**config.mk**
```make
export PLATFORM = sky130hd
export DESIGN_NAME = reg_ctrl
export DESIGN_NICKNAME = d
export VERILOG_FILES = /design/src/rtl/reg_ctrl.sv
export SDC_FILE = /design/constraint.sdc
export NUM_CORES = 1
export LEC_CHECK = 0
export CAP_MARGIN = 20
export CELL_PAD_IN_SITES_DETAIL_PLACEMENT = 0
export CELL_PAD_IN_SITES_GLOBAL_PLACEMENT = 2
export CORE_MARGIN = 3
export CORE_UTILIZATION = 36
export CTS_CLUSTER_DIAMETER = 100
export DETAILED_ROUTE_END_ITERATION = 6
export DONT_BUFFER_PORTS = 1
export PLACE_DENSITY = 0.73
export RECOVER_POWER = 25
export SLEW_MARGIN = 10
export SYNTH_ARGS = -nofsm -noshare
export SYNTH_HDL_FRONTEND = slang
export SYNTH_SLANG_ARGS = --single-unit
```
**constraint.sdc**
```tcl
create_clock -name clk_i -period 1.7 [get_ports clk_i]
set_input_delay 0.425 -clock clk_i [delete_from_list [all_inputs] [get_ports clk_i]]
set_output_delay 0.425 -clock clk_i [all_outputs]
set_load 0.1 [all_outputs]
```
**src/rtl/reg_ctrl.sv**
```systemverilog
// reg_ctrl: byte-stream command sequencer and sole master of the register file.
// It turns write frames {CMD_WR, addr, data} and read frames {CMD_RD, addr} into
// regFile pulses. Read results go to the transmitter on a valid/ready handshake.
//
//   state     | meaning
//   ----------+--------------------------------------------------------------
//   S_IDLE    | waiting for a command byte; any other byte raises cmd_err
//   S_WR_ADDR | write frame, waiting for the address byte
//   S_WR_DATA | write frame, waiting for the data byte
//   S_RD_ADDR | read frame, waiting for the address byte
//   S_RD_WAIT | rdEn issued, waiting for rdData_vld, bounded by RD_TIMEOUT
//   S_TX_HOLD | read byte presented on tx, waiting for tx_ready
module reg_ctrl #(
    parameter int                DATA_W     = 8,
    parameter int                ADDR_W     = 4,
    parameter logic [DATA_W-1:0] CMD_WR     = 8'hAA,
    parameter logic [DATA_W-1:0] CMD_RD     = 8'hBB,
    parameter int                RD_TIMEOUT = 4
) (
    input  logic              clk_i,
    input  logic              rst_ni,
    input  logic [DATA_W-1:0] rx_data_i,
    input  logic              rx_valid_i,
    output logic [ADDR_W-1:0] rf_addr_o,
    output logic [DATA_W-1:0] rf_wrData_o,
    output logic              rf_wrEn_o,
    output logic              rf_rdEn_o,
    input  logic [DATA_W-1:0] rf_rdData_i,
    input  logic              rf_rdData_vld_i,
    output logic [DATA_W-1:0] tx_data_o,
    output logic              tx_valid_o,
    input  logic              tx_ready_i,
    output logic              busy_o,
    output logic              cmd_err_o
);

    localparam int TMR_W = $clog2(RD_TIMEOUT + 1);
    // The timer is loaded in the rdEn cycle and counts the remaining cycles in
    // which rdData_vld is still accepted, so the whole window is RD_TIMEOUT cycles.
    localparam logic [TMR_W-1:0] TMR_LOAD = TMR_W'(RD_TIMEOUT - 1);

    typedef enum logic [2:0] {
        S_IDLE    = 3'd0,
        S_WR_ADDR = 3'd1,
        S_WR_DATA = 3'd2,
        S_RD_ADDR = 3'd3,
        S_RD_WAIT = 3'd4,
        S_TX_HOLD = 3'd5
    } state_t;

    state_t            state_q, state_d;

    logic [ADDR_W-1:0] addr_q, addr_d;
    logic [TMR_W-1:0]  timer_q, timer_d;

    logic [ADDR_W-1:0] rf_addr_q, rf_addr_d;
    logic [DATA_W-1:0] rf_wrData_q, rf_wrData_d;
    logic              rf_wrEn_q, rf_wrEn_d;
    logic              rf_rdEn_q, rf_rdEn_d;
    logic [DATA_W-1:0] tx_data_q, tx_data_d;
    logic              tx_valid_q, tx_valid_d;
    logic              busy_q, busy_d;
    logic              cmd_err_q, cmd_err_d;

    logic              addr_ok;
    logic              is_cmd;
    logic              tmr_done;
    logic              tx_accept;

    // Address bytes must fit the register file; upper bits set means a bad address.
    assign addr_ok   = (rx_data_i[DATA_W-1:ADDR_W] == '0);
    assign is_cmd    = (rx_data_i == CMD_WR) || (rx_data_i == CMD_RD);
    assign tmr_done  = (timer_q == '0);
    assign tx_accept = tx_valid_q && tx_ready_i;

    // State register
    always_ff @(posedge clk_i or negedge rst_ni) begin
        if (!rst_ni) begin
            state_q <= S_IDLE;
        end else begin
            state_q <= state_d;
        end
    end

    // Next-state decode: frame parsing, read wait and tx handshake
    always_comb begin
        state_d = state_q;
        case (state_q)
            S_IDLE: begin
                if (rx_valid_i) begin
                    if (rx_data_i == CMD_WR) begin
                        state_d = S_WR_ADDR;
                    end else if (rx_data_i == CMD_RD) begin
                        state_d = S_RD_ADDR;
                    end
                end
            end
            S_WR_ADDR: begin
                if (rx_valid_i) begin
                    state_d = addr_ok ? S_WR_DATA : S_IDLE;
                end
            end
            S_WR_DATA: begin
                if (rx_valid_i) begin
                    state_d = S_IDLE;
                end
            end
            S_RD_ADDR: begin
                if (rx_valid_i) begin
                    state_d = addr_ok ? S_RD_WAIT : S_IDLE;
                end
            end
            S_RD_WAIT: begin
                if (rf_rdData_vld_i) begin
                    state_d = S_TX_HOLD;
                end else if (tmr_done) begin
                    state_d = S_IDLE;
                end
            end
            S_TX_HOLD: begin
                if (tx_accept) begin
                    state_d = S_IDLE;
                end
            end
            default: state_d = S_IDLE;
        endcase
    end

    // Output and datapath next values; pulses default low, everything else holds
    always_comb begin
        addr_d      = addr_q;
        timer_d     = timer_q;
        rf_addr_d   = rf_addr_q;
        rf_wrData_d = rf_wrData_q;
        rf_wrEn_d   = 1'b0;
        rf_rdEn_d   = 1'b0;
        tx_data_d   = tx_data_q;
        tx_valid_d  = tx_valid_q;
        cmd_err_d   = 1'b0;
        busy_d      = (state_d != S_IDLE);
        case (state_q)
            S_IDLE: begin
                if (rx_valid_i && !is_cmd) begin
                    cmd_err_d = 1'b1;
                end
            end
            S_WR_ADDR: begin
                if (rx_valid_i) begin
                    if (addr_ok) begin
                        addr_d = rx_data_i[ADDR_W-1:0];
                    end else begin
                        cmd_err_d = 1'b1;
                    end
                end
            end
            S_WR_DATA: begin
                if (rx_valid_i) begin
                    rf_addr_d   = addr_q;
                    rf_wrData_d = rx_data_i;
                    rf_wrEn_d   = 1'b1;
                end
            end
            S_RD_ADDR: begin
                if (rx_valid_i) begin
                    if (addr_ok) begin
                        addr_d    = rx_data_i[ADDR_W-1:0];
                        rf_addr_d = rx_data_i[ADDR_W-1:0];
                        rf_rdEn_d = 1'b1;
                        timer_d   = TMR_LOAD;
                    end else begin
                        cmd_err_d = 1'b1;
                    end
                end
            end
            S_RD_WAIT: begin
                if (rf_rdData_vld_i) begin
                    tx_data_d  = rf_rdData_i;
                    tx_valid_d = 1'b1;
                end else if (tmr_done) begin
                    cmd_err_d = 1'b1;
                end else begin
                    timer_d = timer_q - TMR_W'(1);
                end
            end
            S_TX_HOLD: begin
                if (tx_accept) begin
                    tx_valid_d = 1'b0;
                end
            end
            default: begin
                tx_valid_d = 1'b0;
            end
        endcase
    end

    // Registered outputs and datapath; reset clears everything so no pulse survives
    always_ff @(posedge clk_i or negedge rst_ni) begin
        if (!rst_ni) begin
            addr_q      <= '0;
            timer_q     <= '0;
            rf_addr_q   <= '0;
            rf_wrData_q <= '0;
            rf_wrEn_q   <= 1'b0;
            rf_rdEn_q   <= 1'b0;
            tx_data_q   <= '0;
            tx_valid_q  <= 1'b0;
            busy_q      <= 1'b0;
            cmd_err_q   <= 1'b0;
        end else begin
            addr_q      <= addr_d;
            timer_q     <= timer_d;
            rf_addr_q   <= rf_addr_d;
            rf_wrData_q <= rf_wrData_d;
            rf_wrEn_q   <= rf_wrEn_d;
            rf_rdEn_q   <= rf_rdEn_d;
            tx_data_q   <= tx_data_d;
            tx_valid_q  <= tx_valid_d;
            busy_q      <= busy_d;
            cmd_err_q   <= cmd_err_d;
        end
    end

    assign rf_addr_o   = rf_addr_q;
    assign rf_wrData_o = rf_wrData_q;
    assign rf_wrEn_o   = rf_wrEn_q;
    assign rf_rdEn_o   = rf_rdEn_q;
    assign tx_data_o   = tx_data_q;
    assign tx_valid_o  = tx_valid_q;
    assign busy_o      = busy_q;
    assign cmd_err_o   = cmd_err_q;

endmodule

```
Word-level counts from Yosys, hierarchy flattened
Cells that the tools add are included.

Equality and inequality tests: 14. Muxes and demuxes: 35. Bitwise operators: 1. Add/sub/neg operators: 1. Reductions and logical operators: 18.

Operator list (number): two-way mux 3 bit (14); one-hot mux 3 bit (6 select lines) (1); equality test 8 bit (second input constant) (2); != test 2 bit (second input constant) (7); two-way mux 1 bit (12); two-way mux 4 bit (3); one-hot mux 4 bit (2 select lines) (1); equality test 3 x 2 -> 1 bit (second input constant) (2); equality test 3 bit (second input constant) (2); logical NOT 3 bit (2); one-hot mux 1 bit (3 select lines) (2); one-hot mux 3 bit (2 select lines) (1); AND reduction 3 bit (2); AND reduction 5 bit (1); logical NOT 4 bit (1); AND reduction 2 bit (2); AND reduction 4 bit (1); nonzero test 2 bit (2); OR reduction 4 bit (1); equality test 3 x 1 -> 1 bit (second input constant) (1); nonzero test 3 bit (1); subtractor 3 x 1 -> 3 bit (second input constant) (1); logical AND 1 bit (2); two-way mux 2 bit (1); 4 further kinds (4).

Word-level logic and storage cells: 80. Bits of input ports: 21. Flip-flop bits (word level): 35. Output and inout port bits: 25.

Logic depth before layout (Yosys ltp)
Gate-level depths: netlist (run 1).

Depth in word-level cells: 6. Depth in mapped cells: 7. Mapped depth without buffers: 6.

Least setup slack after synthesis (run 1)
OpenSTA, ideal clock, no wires.

Path kind: reg-to-reg. From: reg tx_valid_q (netlist: tx_valid_o). To: reg busy_q (netlist: busy_o). Data arrival time: 1.819 ns. Slack: -0.251 ns. Required time: 1.569 ns. Clock period less this slack: 1.951 ns. Library setup time: 0.131 ns. Buffers on the path: 0. Cell stages (with the launch flop): 5. Cells stage by stage: dfrtp_1 -> and3_1 -> nor4b_1 -> a221o_1 -> or3_1.

Cells in the longest elaborated chain, start to end: 4.

Ends and longest elaborated chain: start: declaration (line 61) `logic tx_valid_q, tx_valid_d;`; start signal: assignment (line 217) `tx_valid_q <= tx_valid_d;`; logical AND 1 bit (line 74) `assign tx_accept = tx_valid_q && tx_ready_i;`; two-way mux 3 bit (line 121) `if (tx_accept) begin`; one-hot mux 3 bit (6 select lines) (line 88) `case (state_q)`; net state_d[0] (line 51) `state_t state_q, state_d;`; nonzero test 3 bit (line 140) `busy_d = (state_d != S_IDLE);`; net busy_d (line 62) `logic busy_q, busy_d;`; end signal: assignment (line 218) `busy_q <= busy_d;`; end: declaration (line 62).

The timed path passes the listed nets, and every way through them passes these cells. A chain may end at the register's enable or synchronous reset.

Final worst setup path (run 1)
From: reg rf_addr_q[3] (netlist: rf_addr_o[3]). To: out rf_addr_o[3].

RTL lines: start: declaration (line 56) `logic [ADDR_W-1:0] rf_addr_q, rf_addr_d;`; start signal: assignment (line 212) `rf_addr_q <= rf_addr_d;`; end: declaration (line 24) `output logic [ADDR_W-1:0] rf_addr_o,`.

No word-level cell between the ends.

==> run_results.csv, run 1 <==
group,metric,value,unit
status,status,"completed",
sta,relSlewSlack,40.2,%
synthesis,synth_edf_count,0,
placed_design,dpl_cell_area,1920,um2
floorplan,core.rowCount,23,
critical_path,start_kind,"flop",
grt,grtUsageTotal,13.9,%
cells_and_area,fin_cells,210,
cells_and_area,final_area,2040,um2
flow_run,max-cap-violations,0,
sta,slew_viol_final,0,
drt,initialDrtViolationCount,55,
critical_path,critPathRequiredTime,1270,ps
cells_and_area,layout-drive-gt1-share,47.5,%
floorplan,ioPinCount,46,
floorplan,die_width,73.4,um
synthesis,synth_ff_type,"dfrtp_1",
synthesis,synth_cells,125,
drt,vias_per_cell,5.15,
cts,cts_root_buf,"clkbuf_8",
cts,htree_levels,2,
cts,cts_buffers,5,
critical_path,path_max_fanout,2,
sta,tns,0,ps
sta,setup_viol,0,
floorplan,die_h,73.4,um
critical_path,crit_path_end_kind,"primary output",
grt,grt_pass1_vias,1172,
drt,wirelength,3.34,mm
grt,grt_overflow,0,
sta,finalCriticalPeriod,1640,ps
cts,cts.sinks,35,
sta,finalHoldViolCount,0,
critical_path,crit_type,"reg2out",
sta,worstMarginPinSlew,897,ps
drt,via_count,1082,
synthesis,synthArstFlopShare,100,%
cts,clkSlewWorstSetupHoldPaths,70,ps
critical_path,reg2reg_setup_slack,90,ps
cells_and_area,area_delta_synth_final,24.6,%
grt,grt_max_degree,36,
floorplan,core_area,4170,um2
cts,cts_setup_buffers,0,
drt,ant_nets,0,
synthesis,synth_warnings,0,
cells_and_area,num-nets-final,182,
floorplan,initial_core_util,39.2,%
synthesis,yosysSeqAreaShare,53.6,%
grt,grt_pass1_wl,5.64,mm
synthesis,ys_ff_latch,35,
sta,min_period_over_period,96.7,%
critical_path,crit_arrival,1220,ps
synthesis,synth_nets,148,
cts,cts_tree,"done",
placed_design,place_inst,200,
drt,remaining_drc_errors,0,
sta,rsz0062_at_grt,"true",
cells_and_area,n_antenna_cell,0,
hold_path,hp-class,"in2reg",
drt,dr.pass1.iters,4,
sta,max_freq,609,MHz
cts,cts_buffer_depth,2,
placed_design,hpwlAfterDp,2.54,mm
placed_design,port_buffers,0,
floorplan,dieArea,5380,um2
synthesis,synthesis.area,1630,um2
synthesis,avgSynthCellArea,13.1,um2
grt,grt_antenna_before_repair,0,
placed_design,gp_congestion,0.816,
cts,clk_latency,280,ps
sta,skew,2.13,ps
synthesis,synth_cell_types,37,
drt,avgRoutedWirePerCell,15.9,um
-- cell type report --
class	instances	area, um2
Clock buffer	6	72.6
Clock inverter	2	12.5
Fill cell	368	2140
Inverter	4	15.0
Multi-Input combinational cell	79	703
Sequential cell	35	877
Tap cell	50	62.6
Timing Repair Buffer	34	293
-- flip-flops by register name (all words and copies together), names as in the netlist --
signal       cells
rf_wrData_o      8
tx_data_o        8
addr_q           4
rf_addr_o        4
state_q          3
timer_q          3
busy_o           1
cmd_err_o        1
rf_rdEn_o        1
rf_wrEn_o        1
tx_valid_o       1
-- cell usage after synthesis (3+ instances only) --
| master | number | share of area [%] |
|---|---|---|
| nand2_1 | 3 | 0.69 |
| inv_1 | 4 | 0.92 |
| mux2_2 | 24 | 17 |
| mux2_4 | 4 | 3.7 |
| or3_1 | 3 | 1.1 |
| nor2_1 | 3 | 0.69 |
| nand2b_1 | 4 | 1.5 |
| buf_2 | 3 | 0.92 |
| nor3_1 | 5 | 1.5 |
| a21oi_1 | 5 | 1.5 |
| dfrtp_1 | 35 | 54 |
-- final timing paths --
check / start / end / cells past startpoint
worst min-delay path: rf_rdData_i[1] / tx_data_o[1]$_DFFE_PN0P_ / 1
min in group asynchronous: rst_ni / state_q[0]$_DFF_PN0_ / 2
worst min register to register: addr_q[2]$_DFFE_PN0P_ / addr_q[2]$_DFFE_PN0P_ / 1
worst max register to register: state_q[1]$_DFF_PN0_ / tx_data_o[5]$_DFFE_PN0P_ / 5
max in group asynchronous: rst_ni / tx_valid_o$_DFFE_PN0P_ / 2
worst max-delay path: rf_addr_o[3]$_DFFE_PN0P_ / rf_addr_o[3] / 0
-- cells by family after synthesis --
group,share of synthesized area (%)
xor+xnor,0.536
buf+inv,4.13
compound gates,5.74
simple gates,13.6
mux,20.8
fa+ha+maj,1.53
flops,53.6
-- placed cells by master, fill, tap and decap left out, types with 2 or more instances in the layout --
cell / n
a21oi_1: 5
and3_1: 2
buf_12: 3
buf_4: 29
clkbuf_8: 5
dfrtp_1: 34
ha_1: 2
inv_1: 4
mux2_2: 24
mux2_4: 4
nand2_1: 3
nand2b_1: 4
nor2_1: 3
nor3_1: 5
o21ai_0: 2
or3_1: 3
-- layer usage --
layer / global-route usage (%) / vias to the layer above / wire length (um)
met5: 0 / - / 0
li1: - / 514 / -
met1: 17.5 / 526 / 1380
met4: 6.04 / 0 / 48
met3: 5.61 / 6 / 309
met2: 21.1 / 36 / 1600
-- what timing repair did --
action                                 4_1_cts  5_1_grt
gates resized for setup                      0        3
hold buffers                                 2        0
setup endpoints to repair                    0       13
endpoints found under the hold margin       35        0
-- metrics by stage --
stage / hold slack (ps) / utilization (%) / setup slack [ps]
after floorplan: 129 / - / 37.6
after global placement: 131 / 46.1 / 21.4
after detailed placement: 131 / 46.1 / -8.60
after CTS: 278 / 48.8 / 4.74
after global routing: 270 / 48.8 / -22.1
final: 283 / 48.8 / 56.8
Power of run 1 is left out: the tool's default activity adds up to more than one toggle a clock period on the data nets, which glitch-free logic cannot reach.
==> inputs of run 2 (changes only) <==
- CORE_UTILIZATION: 36 -> 43
- PLACE_DENSITY: 0.73 -> 0.82
- SLEW_MARGIN: 10 -> 25
- clock period: 1.7 -> 2.1 ns (I/O delays scaled with it)
==> run_results.csv, run 2 (synthesis gave the netlist of run 1 again) <==
group,metric,value,unit
status,status,"finished, violations left",
status,violations,"capacitance limit, slew limit",
flow_run,max-cap-violations,1,
grt,grt_pass1_wl,4.88,mm
critical_path,crit_path_end_kind,"flop",
drt,vias_per_cell,5.39,
floorplan,ioPinCount,46,
cts,clk_latency,280,ps
critical_path,reg2reg_setup_slack,310,ps
drt,avgRoutedWirePerCell,17.2,um
hold_path,whs_path_depth,1,
drt,via_count,964,
critical_path,path_cells,"nor3b_1 -> and2_1 -> mux2_2",
grt,grt_antenna_before_repair,0,
sta,setup_viol,0,
sta,skew,4.16,ps
grt,grt_pass1_vias,1042,
sta,min_period_over_period,85.2,%
placed_design,gp_congestion,0.766,
cells_and_area,layout_commonest_cell,"dfrtp_1",
floorplan,initial_core_util,46.8,%
hold_path,hold_start,"rx_data_i[1]",
critical_path,path_buf_inv,0,
hold_path,hp-class,"in2reg",
cells_and_area,num-nets-final,155,
critical_path,critPathRequiredTime,2270,ps
drt,remaining_drc_errors,0,
cells_and_area,n_fill_cell,319,
floorplan,dieArea,4580,um2
drt,wirelength,3.08,mm
critical_path,worst_path_dominant_cell_family,"simple AND/OR/NAND/NOR gates",
critical_path,r2r_start,"state_q[1]$_DFF_PN0_",
cts,cts.sinks,35,
drt,dr.pass1.iters,4,
critical_path,r2r_cells,3,
critical_path,path_max_fanout,11,
grt,grt_overflow,0,
critical_path,crit_slowest_cell,"dfrtp_1",
critical_path,start_kind,"flop",
cts,htree_levels,2,
sta,finalCriticalPeriod,1790,ps
cts,cts_buffers,5,
floorplan,core.rowCount,21,
cts,holdBufCountCts,1,
cells_and_area,mostFrequentLayoutCells,"dfrtp_1, mux2_2, clkbuf_8, buf_4",
grt,grt_max_degree,36,
critical_path,crit_type,"reg2reg",
floorplan,die_h,67.6,um
sta,rsz0062_at_grt,"false",
cts,cts_tree,"done",
cells_and_area,layout-drive-gt1-share,34.6,%
critical_path,r2r_end,"tx_data_o[2]$_DFFE_PN0P_",
critical_path,crit_arrival,1950,ps
sta,finalHoldViolCount,0,
sta,tns,0,ps
cells_and_area,area_delta_synth_final,11.0,%
placed_design,hpwlAfterDp,2.25,mm
cts,cts_root_buf,"clkbuf_8",
cells_and_area,n_antenna_cell,0,
sta,slew_viol_final,36,
sta,max_freq,559,MHz
placed_design,port_buffers,0,
drt,initialDrtViolationCount,44,
grt,grtUsageTotal,14.6,%
hold_path,min_to,"addr_q[1]$_DFFE_PN0P_",
sta,relSlewSlack,-1.58,%
cts,cts_setup_buffers,0,
cts,post_cts_resized,0,
floorplan,core_area,3490,um2
cts,clkSlewWorstSetupHoldPaths,70,ps
sta,worstMarginPinSlew,1520,ps
floorplan,die_width,67.6,um
drt,ant_nets,0,
cts,cts_buffer_depth,2,
critical_path,slowest_delay,490,ps
run 2: final cells by class:
type | instances | area, um2 | area share, %
Clock buffer | 6 | 82.6 | 4.55
Clock inverter | 2 | 35.0 | 1.93
Inverter | 4 | 15.0 | 0.828
Multi-Input combinational cell | 79 | 691 | 38.1
Sequential cell | 35 | 876 | 48.3
Tap cell | 46 | 57.6 | 3.17
Timing Repair Buffer | 7 | 57.6 | 3.17
run 2: worst reg2reg max path, delay by kind of cell (launching register included):
kind,cells,cell delay (ps)
DFF,1,490
muxes,1,390
and+or+nand+nor,2,800
run 2: metrics by stage:
step / cell area, um2 / utilization (%) / setup WS (ps) / std cells / hold slack (ps)
finish: 1810 / 51.9 / 312 / 179 / 388
global route: 1810 / 51.9 / 118 / 179 / 378
detailed placement: 1680 / 48.2 / 264 / 170 / 231
floorplan: 1630 / - / 149 / 125 / 229
CTS: 1820 / 52.1 / 292 / 179 / 71.2
global placement: 1680 / 48.2 / 315 / 170 / 231
run 2: worst max-delay path by stage:
stage,startpoint,endpoint,slack (ps),cells after the start
after global placement,rx_data_i[4],rf_addr_o[1]$_DFFE_PN0P_,310,4
after global routing,state_q[1]$_DFF_PN0_,tx_data_o[6]$_DFFE_PN0P_,120,3
final,state_q[1]$_DFF_PN0_,tx_data_o[2]$_DFFE_PN0P_,310,3
after CTS,state_q[2]$_DFF_PN0_,tx_data_o[6]$_DFFE_PN0P_,290,3
after floorplan,tx_valid_o$_DFFE_PN0P_,busy_o$_DFF_PN0_,150,4
after detailed placement,rx_data_i[4],rf_addr_o[0]$_DFFE_PN0P_,260,4
run 2: per-layer routing:
layer | vias to the layer above | GRT usage (%) | wire [um]
li1 | 458 | - | -
met1 | 462 | 18.4 | 1370
met2 | 41 | 22.7 | 1450
met3 | 3 | 5.66 | 245
met4 | 0 | 5.32 | 23
met5 | - | 0 | 0
Power of run 2 is left out for the same reason.
==> inputs of run 3 (changes only) <==
--- a/constraint.sdc
+++ b/constraint.sdc
@@ -3,2 +3,2 @@
 set_output_delay 0.525 -clock clk_i [all_outputs]
-set_load 0.1 [all_outputs]
+set_load 0.01 [all_outputs]
==> run_results.csv, run 3 (synthesis gave the netlist of run 1 again) <==
group,metric,value,unit
critical_path,r2r_cells,3,
sta,finalCriticalPeriod,1800,ps
floorplan,initial_core_util,46.8,%
cells_and_area,final_area,1740,um2
grt,grt_pass1_wl,4.90,mm
drt,wirelength,3.00,mm
cts,cts_buffer_depth,2,
drt,dr.pass1.iters,4,
drt,remaining_drc_errors,0,
sta,rsz0062_at_grt,"false",
sta,max_freq,556,MHz
sta,finalHoldViolCount,0,
grt,grt_overflow,0,
placed_design,gp_congestion,0.805,
critical_path,crit_type,"reg2reg",
sta,setup_viol,0,
placed_design,hpwlAfterDp,2.29,mm
floorplan,core_area,3490,um2
sta,tns,0,ps
cells_and_area,num-nets-final,150,
critical_path,crit_path_end_kind,"flop",
cells_and_area,mostFrequentLayoutCells,"dfrtp_1, mux2_2, nor3_1, a21oi_1, clkbuf_8",
sta,slew_viol_final,0,
drt,route.met3.wl,283,um
drt,vias_per_cell,5.52,
cts,cts_setup_buffers,0,
floorplan,ioPinCount,46,
placed_design,port_buffers,0,
grt,grt_max_degree,36,
placed_design,dpl_cell_area,1650,um2
critical_path,start_kind,"flop",
flow_run,max-cap-violations,0,
placed_design,preCtsSetupSlack,238,ps
sta,worstMarginPinSlew,1480,ps
floorplan,dieArea,4580,um2
cells_and_area,layout-drive-gt1-share,31.0,%
pwr,irDropWorstVdd,0.646,mV
cells_and_area,area_delta_synth_final,6.20,%
drt,ant_nets,0,
hold_path,whs_path_depth,1,
critical_path,path_max_fanout,10,
floorplan,die_h,67.6,um
floorplan,die_width,67.6,um
hold_path,hp-class,"in2reg",
cells_and_area,layout_commonest_cell,"dfrtp_1",
sta,finalWorstSetupSlack,302,ps
grt,grtUsageTotal,14.5,%
pwr,power_density,1260,nW/um2
cells_and_area,final_core_util,49.7,%
cts,cts.sinks,35,
drt,m1WireLength,1.27,mm
drt,avgRoutedWirePerCell,17.4,um
cts,htree_levels,2,
drt,met2_wirelength,1.42,mm
sta,skew,9.16,ps
sta,relSlewSlack,1.12,%
floorplan,core.rowCount,21,
cts,clk_latency,280,ps
cts,cts_root_buf,"clkbuf_8",
pwr,leakage,0.000810,uW
drt,routed.top_layer,"met4",
cts,cts_tree,"done",
drt,initialDrtViolationCount,32,
cts,cts_buffers,5,
sta,min_period_over_period,85.6,%
grt,grt_antenna_before_repair,0,
critical_path,crit_arrival,1960,ps
cts,clkSlewWorstSetupHoldPaths,70,ps
critical_path,critPathRequiredTime,2260,ps
cells_and_area,n_antenna_cell,0,
cells_and_area,n_fill_cell,314,
drt,via_count,950,
status,status,"completed",
grt,grt_pass1_vias,1028,
[run 3: cell count changes in the layout (fill, tap and decap cells not counted)]
cell / before / now
bufinv_16: 1 / 0
clkinvlp_4: 0 / 1
clkbuf_8: 6 / 5
clkinv_2: 1 / 0
buf_4: 6 / 1
[run 3: final timing paths]
check,startpoint,endpoint,slack (ps)
min reg2reg,addr_q[0]$_DFFE_PN0P_,addr_q[0]$_DFFE_PN0P_,510
max,state_q[2]$_DFF_PN0_,tx_data_o[3]$_DFFE_PN0P_,300
max reg2reg,state_q[2]$_DFF_PN0_,tx_data_o[3]$_DFFE_PN0P_,300
max in group asynchronous,rst_ni,tx_data_o[7]$_DFFE_PN0P_,540
min in group asynchronous,rst_ni,rf_addr_o[0]$_DFFE_PN0P_,690
min,rx_data_i[0],addr_q[0]$_DFFE_PN0P_,390
[run 3: area by class of cell]
type                       count  area [um2]  area share (%)
clock inverter                 1        7.51           0.433
sequential                    35         876            50.5
clock buffer                   5        68.8            3.97
timing repair buffer           2        20.0            1.15
tap                           46        57.6            3.32
multi-input combinational     79         691            39.8
inverter                       4        15.0           0.865
[run 3: metrics by stage]
step | std cells | hold slack [ps] | total power (uW)
after detailed placement | 165 | 231 | 1760
after global routing | 172 | 376 | 2330
after CTS | 172 | 76.1 | 2210
after floorplan | 125 | 229 | 1660
after global placement | 165 | 231 | 1730
final | 172 | 393 | 2180
[run 3: timing repair]
item	CTS	global route
endpoints found under the hold margin	35	0
hold buffers	1	0
resized for setup	0	0
[run 3: routing by layer]
metal | GRT usage, % | up-vias
met5 | 0 | -
met4 | 3.80 | 0
met3 | 6.32 | 2
met2 | 22.5 | 42
met1 | 18.4 | 465
li1 | - | 441
[run 3: worst max-delay path, cell delays in order (launching register included)]
cell     delay [ps]
dfrtp_1         500
nor3b_1         360
and2_1          440
mux2_2          390
[run 3: power breakdown]
| group | internal [uW] | total [uW] | switching [uW] | leakage, uW |
|---|---|---|---|---|
| Sequential | 915 | 1190 | 278 | 0.000445 |
| Combinational | 319 | 548 | 229 | 0.000330 |
| Clock | 220 | 438 | 218 | 0.0000361 |
Power figures use the tool's default switching activity.
